[src/rtl/anode_scan_pkg.sv]
// rtl/anode_scan_pkg.sv - shared types and constants for the seven-segment anode scanner
package anode_scan_pkg;

    typedef enum logic [1:0] {
        PRIME    = 2'd0,
        GUARD_PH = 2'd1,
        ON_PH    = 2'd2
    } scan_state_t;

    localparam int         DIGIT_COUNT = 4;
    localparam logic [3:0] AN_OFF      = 4'b1111;

    // Leading-zero blanking mask: a digit is suppressed when it and every higher digit are zero.
    // Digit 0 is never suppressed so an all-zero value still shows a single "0".
    function automatic logic [3:0] lz_mask(input logic [15:0] v);
        logic [3:0] m;
        m[3] = (v[15:12] == 4'h0);
        m[2] = m[3] && (v[11:8] == 4'h0);
        m[1] = m[2] && (v[7:4] == 4'h0);
        m[0] = 1'b0;
        return m;
    endfunction

endpackage

[src/rtl/scan_prescaler.sv]
// rtl/scan_prescaler.sv - per-slot cycle counter producing guard_end and slot_end strobes
module scan_prescaler #(
    parameter int TICK_DIV = 100000,
    parameter int GUARD    = 1000
) (
    input  logic clk,
    input  logic rst_n,
    input  logic run,
    output logic guard_end,
    output logic slot_end
);

    localparam int CW = (TICK_DIV > 2) ? $clog2(TICK_DIV) : 1;

    logic [CW-1:0] count;

    // Strobes fire in the last cycle of each phase so the FSM switches on the following edge.
    assign slot_end  = run && (count == CW'(TICK_DIV - 1));
    assign guard_end = run && (count == CW'(GUARD - 1));

    // Slot counter: held at zero while idle, wraps to zero at terminal count.
    always_ff @(posedge clk or negedge rst_n) begin
        if (!rst_n) begin
            count <= '0;
        end else if (!run || slot_end) begin
            count <= '0;
        end else begin
            count <= count + CW'(1);
        end
    end

endmodule

[src/rtl/anode_scan_mux.sv]
// rtl/anode_scan_mux.sv - four-digit anode scanner with per-frame latch and guard interval (option: LZ_BLANK_EN)
module anode_scan_mux
    import anode_scan_pkg::*;
#(
    parameter int TICK_DIV = 100000,
    parameter int GUARD    = 1000
) (
    input  logic        clk,
    input  logic        rst_n,
    input  logic [15:0] value,
    input  logic [3:0]  blank,
    output logic [3:0]  nibble,
    output logic [3:0]  an,
    output logic [1:0]  digit_sel,
    output logic        frame_done
);

    scan_state_t state;
    logic [15:0] shadow_value;
    logic [3:0]  shadow_blank;
    logic [3:0]  lz_blank;
    logic [3:0]  lz_in;
    logic [3:0]  eff_blank;
    logic [1:0]  next_sel;
    logic        guard_end;
    logic        slot_end;

`ifdef LZ_BLANK_EN
    assign lz_in = lz_mask(value);
`else
    assign lz_in = 4'b0000;
`endif

    assign eff_blank = shadow_blank | lz_blank;
    assign next_sel  = digit_sel + 2'd1;

    scan_prescaler #(
        .TICK_DIV (TICK_DIV),
        .GUARD    (GUARD)
    ) u_prescaler (
        .clk       (clk),
        .rst_n     (rst_n),
        .run       (state != PRIME),
        .guard_end (guard_end),
        .slot_end  (slot_end)
    );

    // Scan FSM: frame latch, digit advance and registered anode/nibble outputs.
    always_ff @(posedge clk or negedge rst_n) begin
        if (!rst_n) begin
            state        <= PRIME;
            shadow_value <= 16'h0000;
            shadow_blank <= 4'b0000;
            lz_blank     <= 4'b0000;
            digit_sel    <= 2'd0;
            nibble       <= 4'h0;
            an           <= AN_OFF;
            frame_done   <= 1'b0;
        end else begin
            frame_done <= 1'b0;
            case (state)
                PRIME: begin
                    shadow_value <= value;
                    shadow_blank <= blank;
                    lz_blank     <= lz_in;
                    digit_sel    <= 2'd0;
                    nibble       <= value[3:0];
                    an           <= AN_OFF;
                    state        <= GUARD_PH;
                end
                GUARD_PH: begin
                    if (guard_end) begin
                        state <= ON_PH;
                        an    <= eff_blank[digit_sel] ? AN_OFF : ~(4'b0001 << digit_sel);
                    end
                end
                ON_PH: begin
                    if (slot_end) begin
                        state     <= GUARD_PH;
                        an        <= AN_OFF;
                        digit_sel <= next_sel;
                        if (digit_sel == 2'(DIGIT_COUNT - 1)) begin
                            // Frame latch: digit 0 takes the fresh value on the same edge.
                            shadow_value <= value;
                            shadow_blank <= blank;
                            lz_blank     <= lz_in;
                            nibble       <= value[3:0];
                            frame_done   <= 1'b1;
                        end else begin
                            nibble <= shadow_value[{next_sel, 2'b00} +: 4];
                        end
                    end
                end
                default: begin
                    state <= PRIME;
                    an    <= AN_OFF;
                end
            endcase
        end
    end

endmodule
[config.mk]
export PLATFORM = sky130hd
export DESIGN_NAME = anode_scan_mux
export DESIGN_NICKNAME = d
export VERILOG_FILES = /design/src/rtl/anode_scan_pkg.sv /design/src/rtl/scan_prescaler.sv /design/src/rtl/anode_scan_mux.sv
export SDC_FILE = /design/constraint.sdc
export NUM_CORES = 1
export LEC_CHECK = 0
export CORE_UTILIZATION = 57
export CTS_BUF_LIST = sky130_fd_sc_hd__clkbuf_4 sky130_fd_sc_hd__clkbuf_8
export CTS_CLUSTER_DIAMETER = 150
export DETAILED_ROUTE_END_ITERATION = 10
export GPL_ROUTABILITY_DRIVEN = 0
export PLACE_DENSITY = 0.82
export SLEW_MARGIN = 20
export SYNTH_ARGS = -nofsm -noshare
export SYNTH_HDL_FRONTEND = slang
export SYNTH_HIERARCHICAL = 1
export SYNTH_SLANG_ARGS = --single-unit
[constraint.sdc]
create_clock -name clk -period 2.45 [get_ports clk]
set_input_delay 0.49 -clock clk [delete_from_list [all_inputs] [get_ports clk]]
set_output_delay 0.49 -clock clk [all_outputs]
set_load 0.005 [all_outputs]
==> impl_metrics.env <==
export IMPL_status="completed"
export IMPL_initial_core_util_pct=60.6
export IMPL_drt_initial_drc_count=84
export IMPL_die_h_um=67.9
export IMPL_pin_count=33
export IMPL_grt_pass1_vias=1602
export IMPL_fillers=270
export IMPL_fp_dieArea_mm2=0.00461
export IMPL_ys_seq_area_share_pct=50.8
export IMPL_wirelength_um=4650
export IMPL_grt_overflow=0
export IMPL_grt_pass1_wl_um=7600
export IMPL_num_rows=23
export IMPL_drv_slew=0
export IMPL_worstPathArrival_ns=2.46
export IMPL_clock_skew_final_ns=0.00755
export IMPL_grt_max_degree=43
export IMPL_synth_seq_cells=50
export IMPL_crit_path_start_kind="flip-flop"
export IMPL_max_freq_ghz=0.442
export IMPL_mostFrequentLayoutCells="dfrtp_1, clkdlybuf4s50_1, mux2_2"
export IMPL_clockRootBuffer="clkbuf_8"
export IMPL_async_flop_share_pct=100
export IMPL_layout_commonest_cell="dfrtp_1"
export IMPL_fin_nets=262
export IMPL_cp_max_fo=20
export IMPL_vias_per_cell=5.73
export IMPL_cts_buffers=5
export IMPL_clock_sinks=50
export IMPL_slew_headroom_pct=38.0
export IMPL_place_hpwl_um=3280
export IMPL_vias=1628
export IMPL_grt_use_total_pct=23.0
export IMPL_p_per_area_mw_per_mm2=484
export IMPL_detail_route_antenna_nets=0
export IMPL_clockBufferDepth=2
export IMPL_crit_slowest_cell="dfrtp_1"
export IMPL_setup_viol=0
export IMPL_rrSetupSlack_ns=0.19
export IMPL_antenna_found_initial=0
export IMPL_crit_buf_inv=1
export IMPL_endpoint_kind="flip-flop"
export IMPL_tns_ns=0
export IMPL_clkTransAtPathRegs_ns=0.09
export IMPL_ys_warn_count=6
export IMPL_first_pass_iters=4
export IMPL_max_cap_violations=0
export IMPL_synthFlopType="dfrtp_1"
export IMPL_coreArea_mm2=0.00409
export IMPL_syn_area_mm2=0.00247
export IMPL_p_leak_nw=1.24
export IMPL_required_ns=2.64
export IMPL_vdd_ir_drop_max_uv=413
export IMPL_worst_path_stages=8
export IMPL_crit_type="flip-flop to flip-flop"
export IMPL_reg2reg_depth=8
export IMPL_wl_per_cell_um=16.4
export IMPL_tritoncts="done"
export IMPL_r2r_end="shadow_value[5]"
export IMPL_area_growth_pct=19.4
export IMPL_syn_avg_cell_area_um2=12.6
export IMPL_clkLatencyLatePin_ns=0.30
export IMPL_htreeDepth=2
export IMPL_final_hold_viol_count=0
export IMPL_drive_gt1_share_pct=26.1
export IMPL_rsz0062_at_grt="no"
export IMPL_die_w_um=67.9
export IMPL_tightest_slew_ns=0.930
export IMPL_hold_path_class="primary input to asynchronous set/reset pin"
export IMPL_post_cts_buffers=0
export IMPL_syn_inst=196
export IMPL_power_mw=1.43
export IMPL_worstReg2RegStart="u_prescaler/count[0]"
export IMPL_yosys_cell_types_count=43
export IMPL_fin_crit_sh_pct=92.4
export IMPL_synth_edf_count=0
export IMPL_min_period_ns=2.26
export IMPL_antenna_cells=0
export IMPL_hold_buffers=0
export IMPL_path_cells="ha_1, and4_2, nand4_4, nor2_1, nand2_1, a21oi_2, buf_12, mux2_2"
export IMPL_critPathMaxStageDelay_ns=0.42
export IMPL_port_buffers=32
export IMPL_route_detailed_drc=0
export IMPL_critPathTopFamily="simple AND/OR/NAND/NOR gates"
export IMPL_synth_nets=225
registers in the layout, indices dropped and copies added, names as in the netlist:
register	flops
frame_done	1
nibble	4
shadow_blank	4
an	4
state	2
digit_sel	2
u_prescaler/count	17
shadow_value	16
cells in the mapped netlist (all sizes together), types with 2 or more instances:
| library cell | count | area share [%] |
|---|---|---|
| and4 | 5 | 1.8 |
| nand2b | 3 | 0.76 |
| xor2 | 8 | 2.8 |
| clkbuf | 2 | 0.35 |
| nand2 | 8 | 1.2 |
| nor4 | 3 | 0.76 |
| nand3 | 4 | 0.81 |
| nand4 | 7 | 2.4 |
| mux2 | 28 | 13 |
| nor3 | 4 | 0.81 |
| xnor2 | 7 | 2.5 |
| dfrtp | 46 | 47 |
| nor2 | 20 | 3.0 |
| buf | 7 | 2.0 |
| a2bb2oi | 4 | 1.4 |
| ha | 7 | 3.5 |
| dfstp | 4 | 4.2 |
| nor3b | 2 | 0.81 |
| nor2b | 2 | 0.51 |
| a22o | 2 | 0.76 |
| o21ai | 2 | 0.86 |
| mux4 | 5 | 4.7 |
| inv | 3 | 0.45 |
| and3 | 2 | 0.51 |
cells by family after synthesis:
| group | count (synthesis) | share of synthesized area, % |
|---|---|---|
| flops | 50 | 50.8 |
| compound gates | 12 | 4.25 |
| mux | 34 | 17.8 |
| buf+inv | 12 | 2.83 |
| fa+ha+maj | 7 | 3.54 |
| xor+xnor | 15 | 5.31 |
| simple gates | 66 | 15.5 |
worst max path at each step:
stage	to	slack, ns	startpoint
after CTS	shadow_value[5]	0.13	u_prescaler/count[0]
after detailed placement	shadow_value[10]	0.15	u_prescaler/count[0]
after global routing	shadow_blank[3]	0.06	u_prescaler/count[0]
final	shadow_value[5]	0.19	u_prescaler/count[0]
after global placement	shadow_value[3]	0.28	u_prescaler/count[0]
after floorplan	shadow_blank[0]	0.33	u_prescaler/count[0]
stage by stage:
step | hold WS (ns) | util (%) | setup WS (ns) | cell area, µm² | instances
6_report | 0.322 | 72.3 | 0.185 | 2960 | 284
5_1_grt | 0.384 | 72.3 | 0.0607 | 2960 | 284
4_1_cts | 0.347 | 72.3 | 0.133 | 2950 | 284
3_5_place_dp | 0.491 | 70.1 | 0.155 | 2860 | 276
3_3_place_gp | 0.483 | 70.1 | 0.281 | 2860 | 276
2_1_floorplan | 0.194 | - | 0.328 | 2470 | 196
report_power, final:
part	internal (mW)	leakage, nW	switching (mW)
registers	0.845	0.614	0.0103
clock network	0.213	0.0408	0.274
logic	0.0577	0.587	0.0296
routing by layer:
| layer | global-route usage [%] | part of all wire, % |
|---|---|---|
| met1 | 32.1 | 47 |
| met2 | 33.9 | 48 |
| met3 | 6.17 | 3.7 |
| met4 | 9.38 | 0.95 |
| met5 | 0 | 0 |
final cells by class:
type                            count  area (µm²)  area share [%]
Sequential cell                    50        1260            42.5
Multi-Input combinational cell    134        1150            39.0
Timing Repair Buffer               39         380            12.9
Clock buffer                        6        76.3            2.58
Tap cell                           50        62.6            2.12
Clock inverter                      2        15.0           0.508
Inverter                            3        11.3           0.381
timing repair:
item	CTS	global route
setup endpoints to repair	0	11
gates resized for setup	0	1
endpoints found under the hold margin	0	0
Note: power is estimated with default switching activity, not from simulation.
==> edit 1 (same settings) <==
Re-encode `scan_state_t` (3 states) as one-hot, 3 bits wide.
--- a/src/rtl/anode_scan_pkg.sv
+++ b/src/rtl/anode_scan_pkg.sv
@@ -1,10 +1,10 @@
 // rtl/anode_scan_pkg.sv - shared types and constants for the seven-segment anode scanner
 package anode_scan_pkg;
 
-    typedef enum logic [1:0] {
-        PRIME    = 2'd0,
-        GUARD_PH = 2'd1,
-        ON_PH    = 2'd2
+    typedef enum logic [2:0] {
+        PRIME    = 3'b001,
+        GUARD_PH = 3'b010,
+        ON_PH    = 3'b100
     } scan_state_t;
 
     localparam int         DIGIT_COUNT = 4;
Behaviour: no difference found for any inputs over 10 cycles, from zero or initial values and one cycle with rst_n low; not proved beyond that.
==> edit 1 against the unedited design <==
Design area is 6.0% higher; routed wire length up 9.1%; die area grew 5.0%; power increased by 9.9%; synthesized area up 5.2%; sequential cell count is 1 higher; sequential power increased by 2%; worst hold slack lost 220 ps; setup slack worse by 40 ps; critical path type unchanged; highest routed layer unchanged.
==> edit 1: results (changes against the unedited design) <==
Route
  • Iteration-0 DRC Markers: 139 (+65%)
  • WL/cell: 16.37 um (about the same)
  • Mean number of vias per cell: 5.923 (+3.3%)

STA
  • WHS: 104.3 ps (-217.5 ps)
  • Period minus WS final: 2305 ps (+40.47 ps)
  • Final Skew: 11.94 ps (+4.390 ps)
  • Slew margin rel.: 0.6888 (+0.3086)

Setup path
  • Worst path top cell family by delay: simple AND/OR/NAND/NOR gates
  • R2r worst-path depth: 8 (unchanged)
  • Reg2reg setup slack: 140 ps (-40 ps)
  • Crit path DAT: 2510 ps (+50 ps)
  • Critical Path Source: u_prescaler/count[0]

Global routing
  • Vias in the first global route: 1829 (+14%)
  • Largest net degree at the start of global routing: 21 (-51%)
  • GRT Util Overall: 0.2319 (+0.002198)
  • First-pass GRT wire length: 8763 um (+15%)

Final layout
  • Fraction of area in multi-input gates: 0.3958 (+0.005419)
  • Register share of the cell area: 0.4093 (-0.01572)
  • Signal inverters: 5 (+2)
  • Share of post-route cells with drive strength above 1: 0.2364 (-0.02425)
  • Nets: 286 (+9.2%)
  • Number of signal-net buffers in the layout: 43 (+10%)
  • Clock network area share: 0.03714 (+0.006235)
  • Multi-input comb cells: 151 (+13%)
  • Clock buffer cells: 5 (-1)
  • Signal buf overhead: 0.1310 (+0.002286)
  • ANT cells: 0 (unchanged)
  • Fillcell total: 303 (+12%)

Synthesis
  • Syn Nets: 246 (+9.3%)
  • Synth warn: 6 (unchanged)
  • Largest cells by area after synthesis: dfrtp_1 (44%), mux2_2 (8.7%), dfstp_2 (5.0%)
  • Post-synthesis register bit count: 51 (+2.0%)
  • Commonest cells post-synth: dfrtp_1 (46), mux2_2 (20), nor2_1 (20)
  • Register area share after synthesis: 0.4928 (-0.01479)
  • Cell variety after synth: 40 (-7.0%)
  • Asr flop ratio synth: 1.000 (unchanged)

Run status
  • Status: finished, final reports clean

Placed design
  • DP Wirelength: 3570 um (+9.0%)
  • Place WS: 195.8 ps (+40.94 ps)

Pwr
  • Max rail drop VDD: 435.1 uV (+5.3%)
  • LEAKAGE: 0.001310 uW (+5.5%)

Clock tree
  • Root Buffer: clkbuf_8
  • Clk Latency, worst-skew pair: 310 ps
  • # H-tree levels: 2 (unchanged)
  • Clk buf depth: 2 (unchanged)
  • Clock-pin slew on the worst setup and hold paths: 100 ps

Die
  • CORE AREA: 4384 um^2 (+7.3%)
==> edit 1: cell types whose count changed in the layout (fill, tap and decap cells not counted), moves of 4 or more <==
| cell | delta |
|---|---|
| a21oi_1 | +10 |
| a2bb2oi_1 | -4 |
| a31oi_1 | +5 |
| buf_4 | +4 |
| mux2_2 | -8 |
| nor3_1 | +4 |
| o21ai_0 | +5 |
==> edit 1: path summary, 6_finish.rpt <==
kind / end
max: shadow_value[3]
min reg2reg: shadow_value[10]
max in group asynchronous: state[0]
max reg2reg: shadow_value[3]
min in group clk: shadow_value[10]
min: shadow_blank[0]
==> edit 1: stage by stage <==
step | std cells | instance area, um^2
finish | 310 | 3133
global route | 310 | 3133
CTS | 310 | 3133
detailed placement | 302 | 3017
global placement | 302 | 3017
floorplan | 217 | 2603
==> edit 1: routing by layer <==
layer | part of all wire | global-route usage | vias to the layer above
li1 | - | - | 864
met2 | 0.47 | 0.3495 | 46
met3 | 0.042 | 0.05087 | 12
met1 | 0.47 | 0.3310 | 914
met5 | 0 | 0 | -
met4 | 0.021 | 0.08617 | 0
==> edit 1: power breakdown <==
part / total, uW / switching (uW) / internal (uW)
clock network: 608 / 298 / 310
logic: 91.1 / 33.6 / 57.5
registers: 873 / 10.9 / 862
total: 1570 / 343 / 1230
==> edit 1: logic make-up (layout without fill, tap and decap cells) <==
logic type,Yosys count,in the layout,share of synthesized area
adders and majority gates,7,7,0.03365
muxes,29,29,0.1452
DFF,51,51,0.4928
AOI/OAI and AO/OA,24,24,0.05433
and+or+nand+nor,75,75,0.1880
xor gates and xnor gates,16,16,0.05385
buffers and inverters,15,56,0.03221
==> edit 2 (same flow settings) <==
Without the edit above. `TICK_DIV` is set to 100000 in 2 places; all go to 200000.
--- a/src/rtl/scan_prescaler.sv
+++ b/src/rtl/scan_prescaler.sv
@@ -1,6 +1,6 @@
 // rtl/scan_prescaler.sv - per-slot cycle counter producing guard_end and slot_end strobes
 module scan_prescaler #(
-    parameter int TICK_DIV = 100000,
+    parameter int TICK_DIV = 200000,
     parameter int GUARD    = 1000
 ) (
     input  logic clk,
--- a/src/rtl/anode_scan_mux.sv
+++ b/src/rtl/anode_scan_mux.sv
@@ -2,7 +2,7 @@
 module anode_scan_mux
     import anode_scan_pkg::*;
 #(
-    parameter int TICK_DIV = 100000,
+    parameter int TICK_DIV = 200000,
     parameter int GUARD    = 1000
 ) (
     input  logic        clk,
Formal check against the unedited RTL: no difference found for any inputs over 10 cycles, from zero or initial values and one cycle with rst_n low; that may be too few to reach the edited logic, so the function may still have changed.
==> edit 2 against the unedited design <==
Via count up 7.1%; power up 4.3%; critical path depth unchanged; synthesized area up 2.1%; sequential cell count up 1; clock skew down 3.2 ps; synthesized cell count up 5.1%; routed wire length up 4.5%; setup slack worse by 31 ps; count of clock-buffer cells in the layout up 2; design area up 5.1%.
==> edit 2: results (changes against the unedited design) <==
Run status
  • Status: finished, final reports clean

Final layout
  • Regs by FF count: u_prescaler/count (18), shadow_value (16)
  • ANT cells: 0 (unchanged)
  • Nets: 279 (+6.5%)
  • Share of post-route cells with drive strength above 1: 0.2897 (+0.02900)
  • Fillcell total: 276 (+2.2%)

Setup path
  • CP Max Fanout: 20 (unchanged)
  • Crit path DAT: 2480 ps (+20 ps)
  • Worst R2R Start: u_prescaler/count[9]
  • Reg2reg setup slack: 150 ps (-30 ps)
  • Reg2Reg Capture Point: shadow_value[0]

Synthesis
  • Xor/xnor share of the synthesized area: 0.04851 (-0.004569)
  • Commonest cells post-synth: dfrtp_1 (47), mux2_2 (28), nor2_1 (20)
  • Register area share after synthesis: 0.5069 (-0.0006527)
  • Syn Nets: 234 (+4.0%)
  • Adder-Cell Fraction of Synth Area: 0.02970 (-0.005686)
  • Largest cells by area after synthesis: dfrtp_1 (47%), mux2_2 (12%), dfstp_2 (4.2%)
  • Compound-gate portion of the synthesized area: 0.05396 (+0.01149)

STA
  • WHS: 171.7 ps (-150.1 ps)
  • Final Skew: 4.344 ps (-3.206 ps)
  • Slew margin rel.: 0.6632 (+0.2829)

Route
  • Mean number of vias per cell: 5.772 (+0.68%)
  • Iteration-0 DRC Markers: 181 (+120%)
  • Final wirelength: 4857 um (+4.5%)

Pwr
  • Sw Share: 0.2021 (-0.01765)
  • LEAKAGE: 0.001253 uW (+0.90%)
  • Max rail drop VDD: 486.0 uV (+18%)

Placed design
  • DP Wirelength: 3353 um (+2.4%)
  • Area after DPL: 2982 um^2 (+4.2%)

Global routing
  • Largest net degree at the start of global routing: 52 (+21%)
  • Vias in the first global route: 1705 (+6.4%)
  • First-pass GRT wire length: 7997 um (+5.3%)
  • GRT Util Overall: 0.2341 (+0.004374)
edit 2: cells by family after synthesis:
| group | count (synthesis) |
|---|---|
| DFF | 51 |
| adders and majority gates | 6 |
| muxes | 34 |
| buffers and inverters | 15 |
| xor gates and xnor gates | 14 |
| AOI/OAI and AO/OA | 16 |
| and+or+nand+nor | 70 |
edit 2: final cells by class:
| type | count | area share |
|---|---|---|
| Sequential cell | 51 | 0.4126 |
| Clock buffer | 8 | 0.03344 |
| Multi-Input combinational cell | 140 | 0.3820 |
| Timing Repair Buffer | 46 | 0.1434 |
| Tap cell | 50 | 0.02015 |
| Inverter | 7 | 0.008461 |
edit 2: per-stage QoR:
step | util | worst slack (ps) | cells
global placement | 0.7245 | 215.8 | 294
CTS | 0.7498 | 50.67 | 302
global route | 0.7546 | 24.39 | 302
finish | 0.7546 | 154.3 | 302
floorplan | - | 12.75 | 206
detailed placement | 0.7245 | 73.95 | 294
edit 2: how the worst max path moves through the flow:
stage                         startpoint         endpoint  cells past startpoint
finish              u_prescaler/count[9]  shadow_value[0]                      8
CTS                 u_prescaler/count[6]  shadow_blank[1]                      8
detailed placement  u_prescaler/count[6]  shadow_blank[1]                      8
global placement    u_prescaler/count[6]  shadow_blank[3]                      8
global route        u_prescaler/count[9]  shadow_value[0]                      8
floorplan           u_prescaler/count[0]  shadow_blank[0]                      8
edit 2: power groups by stage:
stage	combinational (uW)	sequential (uW)	clock, uW
after floorplan	26.2	885	0
after global placement	88.9	887	0
after detailed placement	91.3	888	0
after CTS	91.8	872	545
after global routing	98.6	874	576
final	89.8	872	530
edit 2: what timing repair did:
action | in CTS | in global routing
gates resized for setup | 0 | 4
hold buffers | 0 | 0
endpoints found under the setup margin | 0 | 24
edit 2: worst max-delay path: stages (launching register included):
cell	delay (ps)
dfrtp_1	450
nor4b_2	440
nand3_1	150
nor3_2	200
buf_4	160
nand2_1	60
a21oi_2	190
buf_12	180
mux2_2	350
edit 2: metal layers:
layer | GRT usage | vias to the layer above | routed length (um)
met4 | 0.05469 | 0 | 27
met3 | 0.05263 | 2 | 217
li1 | - | 830 | -
met5 | 0 | - | 0
met2 | 0.3554 | 55 | 2299
met1 | 0.3397 | 856 | 2313
